File: config.mk
export PLATFORM = sky130hd
export DESIGN_NAME = hazard_stall_ctrl
export DESIGN_NICKNAME = d
export VERILOG_FILES = /design/src/rtl/hazard_stall_ctrl.sv
export SDC_FILE = /design/constraint.sdc
export NUM_CORES = 1
export LEC_CHECK = 0
export ABC_AREA = 1
export CAP_MARGIN = 10
export CORE_ASPECT_RATIO = 1.1
export CORE_UTILIZATION = 54
export CTS_BUF_LIST = sky130_fd_sc_hd__clkbuf_16
export CTS_CLUSTER_DIAMETER = 30
export DETAILED_ROUTE_END_ITERATION = 7
export PLACE_DENSITY_LB_ADDON = 0.1
export SYNTH_ARGS = -nofsm -noshare
export SYNTH_HDL_FRONTEND = slang
export SYNTH_SLANG_ARGS = --single-unit
File: constraint.sdc
create_clock -name clk -period 2.15 [get_ports clk]
set_input_delay 0.215 -clock clk [delete_from_list [all_inputs] [get_ports clk]]
set_output_delay 0.215 -clock clk [all_outputs]
set_load 0.01 [all_outputs]
File: src/rtl/hazard_stall_ctrl.sv
// Hazard scheduler for the 5-stage pipeline: load-use and HI/LO occupancy stalls,
// taken-branch flushes, and a saturating count of stall cycles.
module hazard_stall_ctrl #(
  parameter int unsigned MD_LATENCY = 32,
  parameter int unsigned CNT_W      = 16
) (
  input  logic             clk,
  input  logic             rst,
  input  logic             MemRead_out_from_EX,
  input  logic [4:0]       Rt_out_from_EX,
  input  logic [4:0]       Rs_in_ID,
  input  logic [4:0]       Rt_in_ID,
  input  logic             uses_rt_in_ID,
  input  logic             muldiv_in_ID,
  input  logic             mfhilo_in_ID,
  input  logic             muldiv_start_in_EX,
  input  logic             branch_taken_in_EX,
  output logic             PCWrite,
  output logic             IF_ID_Write,
  output logic             IF_ID_Flush,
  output logic             ID_EX_Flush,
  output logic             muldiv_busy,
  output logic [CNT_W-1:0] stall_count
);

  typedef enum logic [0:0] {StIdle, StMdBusy} state_e;

  localparam logic [7:0] MdLoad = 8'(MD_LATENCY);

  state_e           state_q, state_d;
  logic [7:0]       md_cnt_q, md_cnt_d;
  logic [CNT_W-1:0] stall_cnt_q, stall_cnt_d;

  logic busy;
  logic lu_hazard;
  logic md_hazard;
  logic stall;

  assign busy = (state_q == StMdBusy);

  // Register 0 is never a real destination, so it can never create a load-use hazard.
  assign lu_hazard = MemRead_out_from_EX && (Rt_out_from_EX != 5'd0) &&
                     ((Rt_out_from_EX == Rs_in_ID) ||
                      (uses_rt_in_ID && (Rt_out_from_EX == Rt_in_ID)));

  assign md_hazard = (mfhilo_in_ID || muldiv_in_ID) && (busy || muldiv_start_in_EX);

  // A taken branch squashes the instruction that would have stalled.
  assign stall = (lu_hazard || md_hazard) && !branch_taken_in_EX;

  always_comb begin
    state_d  = state_q;
    md_cnt_d = md_cnt_q;
    case (state_q)
      StIdle: begin
        if (muldiv_start_in_EX) begin
          state_d  = StMdBusy;
          md_cnt_d = MdLoad;
        end
      end
      StMdBusy: begin
        // A start seen here is ignored; the occupancy is never restarted.
        if (md_cnt_q == 8'd1) begin
          state_d  = StIdle;
          md_cnt_d = 8'd0;
        end else begin
          md_cnt_d = md_cnt_q - 8'd1;
        end
      end
    endcase
  end

  always_comb begin
    stall_cnt_d = stall_cnt_q;
    if (stall && (stall_cnt_q != {CNT_W{1'b1}})) begin
      stall_cnt_d = stall_cnt_q + CNT_W'(1);
    end
  end

  always_comb begin
    PCWrite     = 1'b1;
    IF_ID_Write = 1'b1;
    IF_ID_Flush = 1'b0;
    ID_EX_Flush = 1'b0;
    muldiv_busy = busy;
    if (rst) begin
      muldiv_busy = 1'b0;
    end else if (branch_taken_in_EX) begin
      IF_ID_Flush = 1'b1;
      ID_EX_Flush = 1'b1;
    end else if (stall) begin
      PCWrite     = 1'b0;
      IF_ID_Write = 1'b0;
      ID_EX_Flush = 1'b1;
    end
  end

  assign stall_count = stall_cnt_q;

  always_ff @(posedge clk) begin
    if (rst) begin
      state_q     <= StIdle;
      md_cnt_q    <= 8'd0;
      stall_cnt_q <= '0;
    end else begin
      state_q     <= state_d;
      md_cnt_q    <= md_cnt_d;
      stall_cnt_q <= stall_cnt_d;
    end
  end

endmodule

==> metrics.cfg <==
[global_route]
grt_start_max_net_pins=27
grt_overflow=0
antenna_found_initial=0
grt_pass1_vias=1727
grt_pass1_wl_mm=7.32
track_usage=0.247

[min_path]
hold_path_class=flop to flop

[power]
p_leak_nw=1.15
cellPowerDensity_nw_per_um2=498
power_mw=1.22
peakVddDrop_mv=0.459

[sta]
rsz0062_at_grt=no
clock_skew_ns=0.00388
tightest_slew_ns=0.498
setup_viol=0
finalCritPeriodShare=0.867
slew_headroom=0.667
fin_ws_ns=0.286
drv_slew=0
finalSetupTns_ns=0
final_hold_viol_count=0
final.min_clock_period_ns=1.86
fmax_ghz=0.536

[clock_tree]
cts_buffer_depth=2
tritoncts=yes
post_cts_buffers=0
cts_hold_buf=0
htreeDepth=1
cts_buffers=3
cts-root-buf=clkbuf_16
clk_pin_slew_ns=0.06
worstSkewPairLatency_ns=0.26
cts_sinks=25

[outcome]
status=finished clean

[yosys]
synth_cell_types=31
ys_ff_latch=25
syn_area_sq_um=1890
postSynthCellCount=315
synth_edf_count=0
ys.flop_type=dfxtp_1
synth_top_area_frac=0.265
syn_avg_cell_area_sq_um=5.99
yosysWarnings=0
synthArstFlopShare=0
seq_area_frac_synth=0.265
yosysMostFrequentCell=nand2_1
synthTopCellsByArea=dfxtp_1, nand2_1, inv_1
synth_nets=341
synth_top_cell_by_area=dfxtp_1
synth_common_cells=nand2_1, inv_1, nor2_1, dfxtp_1, nand3_1

[cells_and_area]
final_core_util=0.733
seq_area_sq_um=500
syn2layout_area_growth_pct=29.4
fill_cells=277
nets=386
drive_gt1_frac=0.103
multi_input_area_sq_um=1080
antenna_cells=0
instances_no_fill=407

[run]
cap_violations=0

[floorplanning]
core_area_sq_um=3330
ios=44
die_h_um=64.0
start_util=0.566
dieArea_sq_um=3730
num_rows=22
die_w_um=58.4

[route]
route.detailed.drc=0
wl_mm=4.19
drtIter0Drc=97
dr.pass1.iters=4
antenna_left=0
wire_per_inst_um=10.3
viasPerCell=4.83
dr_total_vias=1965

[setup_path]
worstSetupPathType=input pin to output port
crit_fanout=3
cp.arrival_ns=1.65
crit_path_end_kind=output port
required_ns=1.93
crit_path_start_kind=input pin

[placement]
gp_congestion=0.830
dp_slack_ns=-0.0117
portBuffers=43
dp_cells=403
hpwl_mm=3.07

==> cell families (layout without fill, tap and decap cells) <==
logic type | after synthesis | after routing | share of synthesized area
AND/OR/NAND/NOR | 189 | 189 | 0.473
flip-flops | 25 | 25 | 0.265
AO/OA/AOI/OAI | 16 | 16 | 0.0451
XOR/XNOR | 7 | 7 | 0.0325
buffers and inverters | 75 | 119 | 0.164
adder cells (fa/ha/maj) | 3 | 3 | 0.0199
==> flip-flops by register name, summed over array words and instances, names as in the netlist <==
name and count:
md_cnt_q 8, stall_count 16, busy 1
==> through the flow <==
stage	area [sq um]	hold slack, ns
2_1_floorplan	1890	0.284
3_3_place_gp	2360	0.454
3_5_place_dp	2360	0.456
4_1_cts	2430	0.466
5_1_grt	2440	0.484
6_report	2440	0.468
==> repair_timing <==
action,in CTS,in global routing
resized for setup,1,5
setup endpoints to repair,1,2
gates cloned,0,0
==> worst max-delay path, cell delays in order <==
cell	delay (ns)
clkdlybuf4s50_1	0.51
inv_2	0.06
nand2_1	0.05
nand2_1	0.05
nor2_1	0.11
nand3_1	0.09
nand2_2	0.08
nand2_4	0.07
a31oi_1	0.12
dlygate4sd2_1	0.29
==> where the power goes <==
part,total (mW),switching (mW),internal (mW),leakage [nW]
Combinational,0.296,0.162,0.135,0.907
Clock,0.412,0.161,0.251,0.0409
Sequential,0.507,0.0210,0.486,0.203
Total,1.22,0.344,0.872,1.15
==> cells in the final DEF (no fill, tap or decap), drive strengths merged, types with 4 or more instances in the layout <==
master / n
nand2: 93
inv: 65
a21oi: 9
clkdlybuf4s50: 39
nand4: 15
xor2: 5
nor3: 5
nand3: 27
nor2: 49
dfxtp: 25
o21ai: 4
buf: 5
==> metal layers <==
layer	track usage	part of all wire
met1	0.314	0.46
met2	0.409	0.47
met3	0.0526	0.054
met4	0.0863	0.021
met5	0	0
==> worst paths after layout <==
path	startpoint	end	slack, ns	cells past startpoint
worst min-delay path	md_cnt_q[4]$_SDFFE_PP0N_	md_cnt_q[4]$_SDFFE_PP0N_	0.47	2
worst min register to register	md_cnt_q[4]$_SDFFE_PP0N_	md_cnt_q[4]$_SDFFE_PP0N_	0.47	2
worst max register to register	stall_count[1]$_SDFFE_PP0P_	stall_count[13]$_SDFFE_PP0P_	0.34	10
worst max-delay path	Rt_out_from_EX[0]	ID_EX_Flush	0.29	10
==> area by class of cell <==
class                   instances  area share
clock inverters                 1     0.00205
multi-input cells             215       0.441
repair buffers                 48       0.194
clock buffers                   3      0.0307
inverters                      67       0.103
flip-flops and latches         25       0.205
well taps                      48      0.0246
Power figures use the tool's default switching activity.
